### src/rtl/ps2_key_proc.sv
// rtl/ps2_key_proc.sv - PS/2 keyboard frame receiver, make/break decoder and held-key tracker
// All outputs are registered so the downstream display stage can decode them combinationally.
module ps2_key_proc #(
  parameter int TIMEOUT_CYC = 50000
) (
  input  logic       clk,
  input  logic       rst,
  input  logic       ps2_clk,
  input  logic       ps2_data,
  output logic [7:0] key_num,
  output logic [7:0] asc_num,
  output logic [7:0] key_times,
  output logic       key_valid,
  output logic       frame_err
);

  localparam logic [1:0] IDLE     = 2'd0;
  localparam logic [1:0] HELD     = 2'd1;
  localparam logic [1:0] BRK_IDLE = 2'd2;
  localparam logic [1:0] BRK_HELD = 2'd3;

  localparam logic [15:0] TO_LAST = 16'(TIMEOUT_CYC - 1);

  logic [2:0]  clk_sync_q;
  logic [1:0]  dat_sync_q;
  logic        fall_q, fall_d;
  logic [9:0]  frame_q, frame_d;
  logic [10:0] frame_w;
  logic [3:0]  bit_cnt_q, bit_cnt_d;
  logic [15:0] to_cnt_q, to_cnt_d;
  logic        byte_rdy_q, byte_rdy_d;
  logic [7:0]  byte_q, byte_d;
  logic        frame_err_q, frame_err_d;
  logic [1:0]  state_q, state_d;
  logic [7:0]  key_num_q, key_num_d;
  logic [7:0]  asc_num_q, asc_num_d;
  logic [7:0]  key_times_q, key_times_d;
  logic        key_valid_q, key_valid_d;

  function automatic logic [7:0] ascii_of(input logic [7:0] code);
    logic [7:0] a;
    case (code)
      8'h1C: a = 8'h61; 8'h32: a = 8'h62; 8'h21: a = 8'h63; 8'h23: a = 8'h64;
      8'h24: a = 8'h65; 8'h2B: a = 8'h66; 8'h34: a = 8'h67; 8'h33: a = 8'h68;
      8'h43: a = 8'h69; 8'h3B: a = 8'h6A; 8'h42: a = 8'h6B; 8'h4B: a = 8'h6C;
      8'h3A: a = 8'h6D; 8'h31: a = 8'h6E; 8'h44: a = 8'h6F; 8'h4D: a = 8'h70;
      8'h15: a = 8'h71; 8'h2D: a = 8'h72; 8'h1B: a = 8'h73; 8'h2C: a = 8'h74;
      8'h3C: a = 8'h75; 8'h2A: a = 8'h76; 8'h1D: a = 8'h77; 8'h22: a = 8'h78;
      8'h35: a = 8'h79; 8'h1A: a = 8'h7A;
      8'h45: a = 8'h30; 8'h16: a = 8'h31; 8'h1E: a = 8'h32; 8'h26: a = 8'h33;
      8'h25: a = 8'h34; 8'h2E: a = 8'h35; 8'h36: a = 8'h36; 8'h3D: a = 8'h37;
      8'h3E: a = 8'h38; 8'h46: a = 8'h39;
      8'h29: a = 8'h20; 8'h5A: a = 8'h0D;
      default: a = 8'h00;
    endcase
    return a;
  endfunction

  assign fall_d  = clk_sync_q[2] & ~clk_sync_q[1];
  // frame_w is the frame including the bit arriving now; bit 0 is the oldest (start)
  assign frame_w = {dat_sync_q[1], frame_q};

  always_comb begin
    frame_d     = frame_q;
    bit_cnt_d   = bit_cnt_q;
    to_cnt_d    = to_cnt_q;
    byte_rdy_d  = 1'b0;
    byte_d      = byte_q;
    frame_err_d = 1'b0;
    if (fall_q) begin
      frame_d  = frame_w[10:1];
      to_cnt_d = '0;
      if (bit_cnt_q == 4'd10) begin
        bit_cnt_d = '0;
        if (!frame_w[0] && frame_w[10] && (^frame_w[9:1])) begin
          byte_rdy_d = 1'b1;
          byte_d     = frame_w[8:1];
        end else begin
          frame_err_d = 1'b1;
        end
      end else begin
        bit_cnt_d = bit_cnt_q + 4'd1;
      end
    end else if (bit_cnt_q != 4'd0) begin
      if (to_cnt_q == TO_LAST) begin
        bit_cnt_d   = '0;
        to_cnt_d    = '0;
        frame_err_d = 1'b1;
      end else begin
        to_cnt_d = to_cnt_q + 16'd1;
      end
    end
  end

  always_comb begin
    state_d     = state_q;
    key_num_d   = key_num_q;
    asc_num_d   = asc_num_q;
    key_times_d = key_times_q;
    key_valid_d = key_valid_q;
    if (byte_rdy_q) begin
      case (state_q)
        IDLE: begin
          if (byte_q == 8'hF0) begin
            state_d = BRK_IDLE;
          end else if (byte_q != 8'hE0) begin
            key_num_d   = byte_q;
            asc_num_d   = ascii_of(byte_q);
            key_times_d = key_times_q + 8'd1;
            key_valid_d = 1'b1;
            state_d     = HELD;
          end
        end
        HELD: begin
          if (byte_q == 8'hF0) begin
            state_d = BRK_HELD;
          end else if (byte_q != 8'hE0 && byte_q != key_num_q) begin
            key_num_d   = byte_q;
            asc_num_d   = ascii_of(byte_q);
            key_times_d = key_times_q + 8'd1;
          end
        end
        BRK_HELD: begin
          if (byte_q == key_num_q) begin
            key_valid_d = 1'b0;
            state_d     = IDLE;
          end else begin
            state_d = HELD;
          end
        end
        default: state_d = IDLE;
      endcase
    end
  end

  always_ff @(posedge clk or negedge rst) begin
    if (!rst) begin
      clk_sync_q  <= 3'b111;
      dat_sync_q  <= 2'b11;
      fall_q      <= 1'b0;
      frame_q     <= '0;
      bit_cnt_q   <= '0;
      to_cnt_q    <= '0;
      byte_rdy_q  <= 1'b0;
      byte_q      <= '0;
      frame_err_q <= 1'b0;
      state_q     <= IDLE;
      key_num_q   <= '0;
      asc_num_q   <= '0;
      key_times_q <= '0;
      key_valid_q <= 1'b0;
    end else begin
      clk_sync_q  <= {clk_sync_q[1:0], ps2_clk};
      dat_sync_q  <= {dat_sync_q[0], ps2_data};
      fall_q      <= fall_d;
      frame_q     <= frame_d;
      bit_cnt_q   <= bit_cnt_d;
      to_cnt_q    <= to_cnt_d;
      byte_rdy_q  <= byte_rdy_d;
      byte_q      <= byte_d;
      frame_err_q <= frame_err_d;
      state_q     <= state_d;
      key_num_q   <= key_num_d;
      asc_num_q   <= asc_num_d;
      key_times_q <= key_times_d;
      key_valid_q <= key_valid_d;
    end
  end

  assign key_num   = key_num_q;
  assign asc_num   = asc_num_q;
  assign key_times = key_times_q;
  assign key_valid = key_valid_q;
  assign frame_err = frame_err_q;

endmodule

### config.mk
export PLATFORM = sky130hd
export DESIGN_NAME = ps2_key_proc
export DESIGN_NICKNAME = d
export VERILOG_FILES = /design/src/rtl/ps2_key_proc.sv
export SDC_FILE = /design/constraint.sdc
export NUM_CORES = 1
export LEC_CHECK = 0
export ABC_AREA = 0
export CORE_ASPECT_RATIO = 0.75
export CORE_UTILIZATION = 64
export DETAILED_ROUTE_END_ITERATION = 8
export DONT_BUFFER_PORTS = 1
export PLACE_DENSITY = 0.91
export RECOVER_POWER = 50
export SETUP_SLACK_MARGIN = 0.2
export SYNTH_ARGS = -nofsm -noshare
export SYNTH_HDL_FRONTEND = slang
export SYNTH_SLANG_ARGS = --single-unit
### constraint.sdc
create_clock -name clk -period 2.95 [get_ports clk]
set_input_delay 0.59 -clock clk [delete_from_list [all_inputs] [get_ports clk]]
set_output_delay 0.59 -clock clk [all_outputs]
set_load 0.05 [all_outputs]
==> results.yml, run 1 <==
critical_path:
  critPathMaxFanout: 9
  critPathKind: "reg2reg"
  r2r_start: "frame_q[3]"
  crit_arrival_ns: 2.76
  cp-startpoint: "frame_q[3]"
  end_kind: "flip-flop"
  start_kind: "flip-flop"
  cp.required_ns: 3.18
yosys:
  synthFlopType: "dfrtp_1"
  synth_top_cell_by_area: "dfrtp_1"
  ys_async_sr_fraction_pct: 100
  syn-instance-count: 390
  synth_fp_nets: 406
  synth_area_sq_mm: 0.00401
  synth.avg_cell_area_sq_um: 10.3
  synth_seq_cells: 72
  yosysSeqAreaShare_pct: 45.1
  synth_top_area_share_pct: 41.8
  yosysWarningCount: 0
  synth_edf_count: 0
  synth_cell_types: 58
  synth_area_leaders: "dfrtp_1 (42%), mux2_2 (5.3%), xor2_1 (4.6%)"
sta:
  setup_viol: 0
  fin_crit_ns: 2.53
  fin_tns_setup_ns: 0
  timing.fmax_ghz: 0.395
  maxSlewHeadroom_pct: -8.81
  rsz0062_at_grt: "false"
  finalCritPeriodShare_pct: 85.9
  skew_ns: 0.00813
  worstMarginPinSlew_ns: 1.63
  slew_violations: 68
  timing_hold_violations_final: 0
drt:
  vias: 3084
  drc_errors: 0
  first_pass_iters: 5
  wl_mm: 9.00
  drtIter0Drc: 334
  wl_met3_mm: 1.06
  met2WireLength_mm: 3.89
  top_layer_used: "met4"
  ant_nets: 0
  avgRoutedWirePerCell_um: 18.9
  drt-vias-per-instance: 6.48
  m1WireLength_mm: 3.95
floorplan:
  coreArea_sq_mm: 0.00592
  io_pins: 30
  initial_core_util_pct: 67.8
  num_rows: 24
  die_y_um: 70.6
  die_area_sq_mm: 0.00659
  die_w_um: 93.4
cts:
  clockBufferDepth: 2
  postCtsResizedCells: 0
  clk_latency_ns: 0.35
  cts_tree: "built"
  ctsHoldBuffers: 1
  cts.clk_slew.worst_paths_ns: 0.08
  cts-root-buf: "clkbuf_8"
  cts_sinks: 72
  cts-htree-levels: 3
  postCtsSetupBuffers: 0
  cts_buffers: 9
run_status:
  status: "finished, violations left"
  violations: "max-capacitance violations, max-slew violations"
power:
  ir_worst_vdd_mv: 0.548
  p_per_area_mw_per_mm2: 662
  total_power_uw: 2860
  leakage_uw: 0.00199
grt:
  grt_pass1_wl_mm: 14.7
  overflow: 0
  antenna_found_initial: 0
  grt_pass1_vias: 2926
  track_usage_pct: 29.6
  grt_max_degree: 68
placement:
  port_buffers: 0
  placed_cell_area_sq_mm: 0.00410
  placed_cells: 459
  dpl.hpwl_mm: 6.08
  gp_congestion: 0.963
cells_and_area:
  fin_nets: 409
  drive_above_1_share_pct: 18.1
  stdcell_area_sq_mm: 0.00432
  areaGrowthSynthToFinish_pct: 7.67
  insertedDiodeCount: 0
  final_cells: 476
flow_run:
  maxCapViolCount: 1
hold_path:
  min-delay-path-class: "in2async"
-- cells by family (layout without fill, tap and decap cells) --
group / count (synthesis) / in the layout / synth area share [%]
other: 1 / 1 / 0.0935
xor gates and xnor gates: 33 / 33 / 7.55
adders and majority gates: 12 / 12 / 3.74
muxes: 29 / 29 / 9.14
buffers and inverters: 35 / 43 / 4.24
AOI/OAI and AO/OA: 73 / 73 / 12.4
and+or+nand+nor: 135 / 135 / 17.8
DFF: 72 / 72 / 45.1
-- registers in the layout, summed over array words and instances, names as in the netlist --
| signal | flops |
|---|---|
| frame_err | 1 |
| byte_rdy_q | 1 |
| key_times | 8 |
| asc_num | 7 |
| fall_q | 1 |
| clk_sync_q | 3 |
| bit_cnt_q | 4 |
| key_num | 8 |
| key_valid | 1 |
| frame_q | 10 |
| dat_sync_q | 2 |
| to_cnt_q | 16 |
| byte_q | 8 |
| state_q | 2 |
-- critical path, stage by stage (launching register included) --
cell and delay (ns):
dfrtp_1 0.42, xor2_1 0.19, xnor3_1 0.45, xnor2_1 0.17
or4_1 0.79, mux2_4 0.40
-- worst paths after layout --
| kind | to | slack, ns | cells after the start |
|---|---|---|---|
| max in group asynchronous | bit_cnt_q[1] | 1.32 | 1 |
| worst min-delay path | dat_sync_q[1] | 0.08 | 0 |
| worst max register to register | byte_q[7] | 0.42 | 5 |
| worst min register to register | dat_sync_q[1] | 0.36 | 0 |
| worst max-delay path | byte_q[7] | 0.42 | 5 |
| min in group clk | clk_sync_q[0] | 0.24 | 0 |
-- report_power, final --
group / switching [uW] / total, uW / internal [uW]
registers: 190 / 1300 / 1110
clock network: 389 / 866 / 477
logic: 367 / 689 / 322
-- placed cells by master, fill, tap and decap left out, types with 13 or more instances in the layout --
cell type | Yosys | layout
o21ai_0 | 13 | 13
nor2_1 | 24 | 24
dfrtp_1 | 67 | 67
nand2_1 | 31 | 31
a21oi_1 | 20 | 20
xor2_1 | 21 | 21
buf_4 | 7 | 14
mux2_2 | 19 | 19
nand3_1 | 18 | 18
-- routing by layer --
metal / up-vias / GRT usage [%]
met5: - / 0
met4: 0 / 8.55
met3: 11 / 10.8
met2: 202 / 42.6
met1: 1470 / 42.6
li1: 1401 / -
-- cells in the mapped netlist (7+ instances only) --
cell type  number
dfrtp_1        67
nand2_1        31
a21oi_1        20
nand4_1         7
ha_1           12
nand2b_1       12
clkbuf_1        8
buf_4           7
xor2_1         21
nor2b_1         8
o21ai_0        13
nand3_1        18
nor2_1         24
mux2_2         19
mux2_4          8
inv_1          12
xnor2_1        11
and3_1          7
-- per-stage QoR --
step | worst slack, ns | hold WS, ns | util (%)
after global routing | 0.322 | 0.0558 | 73.0
final | 0.416 | 0.0819 | 73.0
after detailed placement | 0.484 | 0.296 | 69.2
after global placement | 0.572 | 0.296 | 69.2
after floorplan | 0.790 | 0.294 | -
after CTS | 0.412 | 0.0716 | 73.4
-- area by class of cell --
class	instances	area [sq um]
Timing Repair Buffer	15	110
Clock inverter	7	95.1
Sequential cell	72	1810
Clock buffer	9	124
Multi-Input combinational cell	283	2040
Inverter	12	45.0
Fill cell	389	1600
Tap cell	78	97.6
Power figures use the tool's default switching activity.
==> run 2, diff against run 1 <==
--- a/config.mk
+++ b/config.mk
@@ -7,12 +7,14 @@
 export LEC_CHECK = 0
 export ABC_AREA = 0
 export CORE_ASPECT_RATIO = 0.75
-export CORE_UTILIZATION = 64
+export CORE_UTILIZATION = 66
+export CTS_BUF_LIST = sky130_fd_sc_hd__clkbuf_4
 export DETAILED_ROUTE_END_ITERATION = 8
 export DONT_BUFFER_PORTS = 1
-export PLACE_DENSITY = 0.91
+export PLACE_DENSITY = 0.93
 export RECOVER_POWER = 50
 export SETUP_SLACK_MARGIN = 0.2
+export SKIP_LAST_GASP = 1
 export SYNTH_ARGS = -nofsm -noshare
 export SYNTH_HDL_FRONTEND = slang
 export SYNTH_SLANG_ARGS = --single-unit
==> constraint.sdc (replaced) <==
create_clock -name clk -period 2.85 [get_ports clk]
set_input_delay 0.57 -clock clk [delete_from_list [all_inputs] [get_ports clk]]
set_output_delay 0.57 -clock clk [all_outputs]
set_load 0.05 [all_outputs]
==> run 2 against run 1 <==
Worst hold slack improved by 0.059 ns. Final cell count rose by 0.42%. Worst setup slack got worse by 0.074 ns. Largest power group unchanged. Clock power fell by 27%. Critical endpoint is now byte_q[4]. The flow still finishes with violations (max-capacitance violations, max-slew violations). Global-route usage fell by 0.71 points. Register-to-register slack got worse by 0.07 ns.
==> results.yml, run 2 (same netlist as run 1, synthesis figures left out) <==
run_status:
  status: "finished, violations left"
  violations: "max-capacitance violations, max-slew violations"
cells_and_area:
  largest_reg_flops: 16
  final_cells: 478
  drive_above_1_share_pct: 18.5
  largest-register: "to_cnt_q"
  fillers: 399
  fin_nets: 411
  reg_top3: "to_cnt_q (16), frame_q (10)"
  layout_commonest_cell: "dfrtp_1"
  final_cell_mix: "dfrtp_1 (67), nand2_1 (31), nor2_1 (24), xor2_1 (21), a21oi_1 (20)"
  areaGrowthSynthToFinish_pct: 6.52
  insertedDiodeCount: 0
drt:
  first_pass_iters: 5
  drtIter0Drc: 432
  ant_nets: 0
  wl_mm: 8.86
  drt-vias-per-instance: 6.46
  vias: 3090
  avgRoutedWirePerCell_um: 18.5
  drc_errors: 0
critical_path:
  cp-startpoint: "frame_q[3]"
  cp.required_ns: 3.16
  crit_arrival_ns: 2.81
  start_kind: "flip-flop"
  r2r_start: "frame_q[3]"
  critPathMaxFanout: 9
  r2r_slack_ns: 0.34
  timing.rr.end: "byte_q[4]"
  end_kind: "flip-flop"
  reg2reg_depth: 5
  critPathKind: "reg2reg"
sta:
  slew_violations: 73
  fin_tns_setup_ns: 0
  worstMarginPinSlew_ns: 1.72
  rsz0062_at_grt: "false"
  timing_hold_violations_final: 0
  fin_crit_ns: 2.51
  finalCritPeriodShare_pct: 88.0
  setup_viol: 0
  timing.final.ws_setup_ns: 0.342
  timing.fmax_ghz: 0.399
  skew_ns: 0.00647
  maxSlewHeadroom_pct: -14.9
cts:
  cts-htree-levels: 3
  clk_latency_ns: 0.41
  cts_tree: "built"
  cts_sinks: 72
  cts_buffers: 9
  cts.clk_slew.worst_paths_ns: 0.12
  postCtsSetupBuffers: 0
  cts-root-buf: "clkbuf_4"
  clockBufferDepth: 2
placement:
  preCtsSetupSlack_ns: 0.291
  dpl.hpwl_mm: 5.92
  port_buffers: 0
  gp_congestion: 0.918
  placed_cells: 461
grt:
  overflow: 0
  track_usage_pct: 28.9
  antenna_found_initial: 0
  grt_pass1_wl_mm: 14.4
  grt_max_degree: 73
  grt_pass1_vias: 2994
floorplan:
  io_pins: 30
  num_rows: 24
  die_y_um: 69.5
  die_area_sq_mm: 0.00640
  coreArea_sq_mm: 0.00583
  initial_core_util_pct: 68.9
  die_w_um: 92.0
hold_path:
  min_from: "ps2_data"
  hold_end: "dat_sync_q[0]"
  min-delay-path-class: "in2reg"
  whs_path_depth: 0
power:
  comb_power_share_pct: 25.7
  ir_worst_vdd_mv: 0.453
  switching_share_pct: 34.5
  p_int_uw: 1750
  p_per_area_mw_per_mm2: 625
  leakage_uw: 0.00196
  power_frac_clock_pct: 23.6
  power.switching_uw: 921
  sequentialPowerShare_pct: 50.7
flow_run:
  maxCapViolCount: 1
==> run 2: changes by cell type in the layout (fill, tap and decap cells not counted), sizes merged <==
cell      delta
inv          -1
clkinv       +1
clkinvlp     +1
bufinv       -1
buf          +2
==> run 2: stage by stage <==
stage | util, % | instance area, sq um | hold slack [ns] | total power (uW)
floorplan | - | 4010 | 0.274 | 1840
global placement | 70.6 | 4110 | 0.276 | 1960
detailed placement | 70.6 | 4110 | 0.276 | 2010
CTS | 73.4 | 4280 | 0.0200 | 2660
global route | 73.3 | 4270 | 0.103 | 2810
finish | 73.3 | 4270 | 0.141 | 2670
==> run 2: worst max-delay path, cell delays in order (launching register included) <==
cell and delay (ns):
dfrtp_1 0.45, xor2_1 0.19, xnor3_1 0.43, xnor2_1 0.15, or4_1 0.79, mux2_4 0.40
==> run 2: worst max-delay path by stage <==
stage	end	slack [ns]	depth (start not counted)
final	byte_q[4]	0.34	5
after global routing	byte_q[5]	0.24	5
after CTS	asc_num[1]	0.26	6
after detailed placement	asc_num[1]	0.29	6
after global placement	key_times[1]	0.42	6
after floorplan	byte_q[0]	0.69	6
==> run 2: metal layers <==
metal | share of wire [%] | wire length (um) | GRT usage, % | up-vias
li1 | - | - | - | 1412
met1 | 43 | 3840 | 41.5 | 1459
met2 | 44 | 3940 | 40.5 | 184
met3 | 9.6 | 850 | 9.76 | 35
met4 | 2.5 | 223 | 11.6 | 0
met5 | 0 | 0 | 0 | -
==> run 2: cell type report <==
cell class                 instances  area [sq um]  area share, %
clock buffer                       9          67.6           1.58
clock inverter                     7          72.6           1.70
inverter                          12          45.0           1.05
multi-input combinational        283          2060           48.1
sequential                        72          1810           42.3
tap                               78          97.6           2.28
timing repair buffer              17           125           2.93
==> run 2: timing repair <==
action | 4_1_cts | 5_1_grt
hold buffers | 1 | 0
setup endpoints to repair | 0 | 14
resized for setup | 0 | 2
hold endpoints to repair | 72 | 0
==> run 2: power groups by stage <==
stage                     sequential (uW)  combinational [uW]  clock (uW)
after floorplan                      1310                 531           0
after global placement               1350                 612           0
after detailed placement             1360                 645           0
after CTS                            1340                 672         645
after global routing                 1370                 760         685
final                                1350                 686         631
==> run 3, diff against run 2 <==
--- a/config.mk
+++ b/config.mk
@@ -7,11 +7,10 @@
 export LEC_CHECK = 0
 export ABC_AREA = 0
 export CORE_ASPECT_RATIO = 0.75
-export CORE_UTILIZATION = 66
-export CTS_BUF_LIST = sky130_fd_sc_hd__clkbuf_4
+export CORE_UTILIZATION = 64
 export DETAILED_ROUTE_END_ITERATION = 8
 export DONT_BUFFER_PORTS = 1
-export PLACE_DENSITY = 0.93
+export PLACE_DENSITY = 0.91
 export RECOVER_POWER = 50
 export SETUP_SLACK_MARGIN = 0.2
 export SKIP_LAST_GASP = 1
==> run 3 against run 2 <==
The flow still finishes with violations (max-capacitance violations, max-slew violations). Critical path type unchanged. Largest cell class unchanged. Global-route usage is 0.97 points higher. Via count fell by 0.81%. Die area rose by 3.0%. Worst setup slack gained 0.050 ns.
==> results.yml, run 3 (same netlist as run 1, synthesis figures left out) <==
run_status:
  status: "finished, violations left"
  violations: "max-capacitance violations, max-slew violations"
sta:
  fin_tns_setup_ns: 0
  worstMarginPinSlew_ns: 1.62
  timing_hold_violations_final: 0
  rsz0062_at_grt: "false"
  maxSlewHeadroom_pct: -8.33
  slew_violations: 68
  timing.fmax_ghz: 0.407
  fin_crit_ns: 2.46
  setup_viol: 0
  skew_ns: 0.00775
  finalCritPeriodShare_pct: 86.2
placement:
  port_buffers: 0
  dpl.hpwl_mm: 5.98
  gp_congestion: 0.985
critical_path:
  end_kind: "flip-flop"
  start_kind: "flip-flop"
  cp-startpoint: "frame_q[3]"
  cp.required_ns: 3.08
  crit_chain: "xor2_1, xnor3_1, xnor2_1, or4_1, mux2_4"
  cp_num_buf_inv: 0
  critPathSlowestCell: "or4_1"
  path_delay_family: "simple AND/OR/NAND/NOR gates"
  slowest_delay_ns: 0.79
  critPathMaxFanout: 9
  critPathKind: "reg2reg"
  r2r_start: "frame_q[3]"
  crit_arrival_ns: 2.69
cts:
  postCtsResizedCells: 0
  cts.clk_slew.worst_paths_ns: 0.07
  clk_latency_ns: 0.36
  cts_sinks: 72
  clockBufferDepth: 2
  cts_buffers: 9
  cts_tree: "built"
  cts-root-buf: "clkbuf_8"
  cts-htree-levels: 3
cells_and_area:
  layout_commonest_cell: "dfrtp_1"
  insertedDiodeCount: 0
  reg_top3: "to_cnt_q (16), frame_q (10)"
  final_cell_mix: "dfrtp_1 (67), nand2_1 (31), nor2_1 (24), xor2_1 (21), a21oi_1 (20)"
  largest_reg_flops: 16
  areaGrowthSynthToFinish_pct: 7.52
  fin_nets: 411
  drive_above_1_share_pct: 18.0
  largest-register: "to_cnt_q"
  final_util_pct: 72.9
grt:
  track_usage_pct: 29.9
  antenna_found_initial: 0
  grt_max_degree: 68
  grt_pass1_wl_mm: 15.0
  grt_pass1_vias: 3012
  overflow: 0
floorplan:
  coreArea_sq_mm: 0.00592
  initial_core_util_pct: 67.8
  die_area_sq_mm: 0.00659
  die_w_um: 93.4
  num_rows: 24
  io_pins: 30
  die_y_um: 70.6
flow_run:
  maxCapViolCount: 1
drt:
  vias: 3065
  first_pass_iters: 5
  avgRoutedWirePerCell_um: 18.4
  drtIter0Drc: 425
  drc_errors: 0
  ant_nets: 0
  drt-vias-per-instance: 6.41
  wl_mm: 8.81
hold_path:
  min-delay-path-class: "in2async"
power:
  p_per_area_mw_per_mm2: 656
  total_power_uw: 2830
  ir_worst_vdd_mv: 0.474
  leakage_uw: 0.00199
## run 3: through the flow
| step | area, sq um | std cells | hold WS, ns | setup slack (ns) |
|---|---|---|---|---|
| global placement | 4110 | 461 | 0.276 | 0.462 |
| detailed placement | 4110 | 461 | 0.276 | 0.405 |
| floorplan | 4010 | 390 | 0.274 | 0.690 |
| finish | 4310 | 478 | 0.0561 | 0.392 |
| CTS | 4340 | 478 | 0.0364 | 0.394 |
| global route | 4310 | 478 | 0.0301 | 0.283 |
## run 3: cell type report
cell class | instances | area, sq um
sequential | 72 | 1810
clock buffer | 11 | 141
timing repair buffer | 17 | 125
tap | 78 | 97.6
fill | 373 | 1600
clock inverter | 5 | 56.3
multi-input combinational | 283 | 2040
inverter | 12 | 45.0
## run 3: report_power, final
group | switching, uW | total, uW | internal [uW]
clock network | 380 | 807 | 426
logic | 349 | 676 | 328
registers | 192 | 1340 | 1150
## run 3: routing by layer
| layer | GRT usage [%] | wire length, um | vias to the layer above |
|---|---|---|---|
| li1 | - | - | 1419 |
| met1 | 41.6 | 3920 | 1452 |
| met2 | 42.8 | 3720 | 165 |
| met3 | 11.5 | 948 | 29 |
| met4 | 10.9 | 218 | 0 |
| met5 | 0 | 0 | - |
## run 3: worst paths after layout
| path | endpoint | slack [ns] | cells past startpoint |
|---|---|---|---|
| max | byte_q[3] | 0.39 | 5 |
| min | dat_sync_q[1] | 0.06 | 0 |
| max reg2reg | byte_q[3] | 0.39 | 5 |
| min reg2reg | dat_sync_q[1] | 0.36 | 0 |
| max in group asynchronous | frame_q[3] | 1.26 | 1 |
| min in group clk | clk_sync_q[0] | 0.21 | 0 |
## run 3: repair_timing
| action | 4_1_cts | 5_1_grt |
|---|---|---|
| hold buffers | 1 | 0 |
| buffers inserted | 0 | 0 |
| endpoints found under the setup margin | 0 | 0 |
| endpoints found under the hold margin | 67 | 0 |
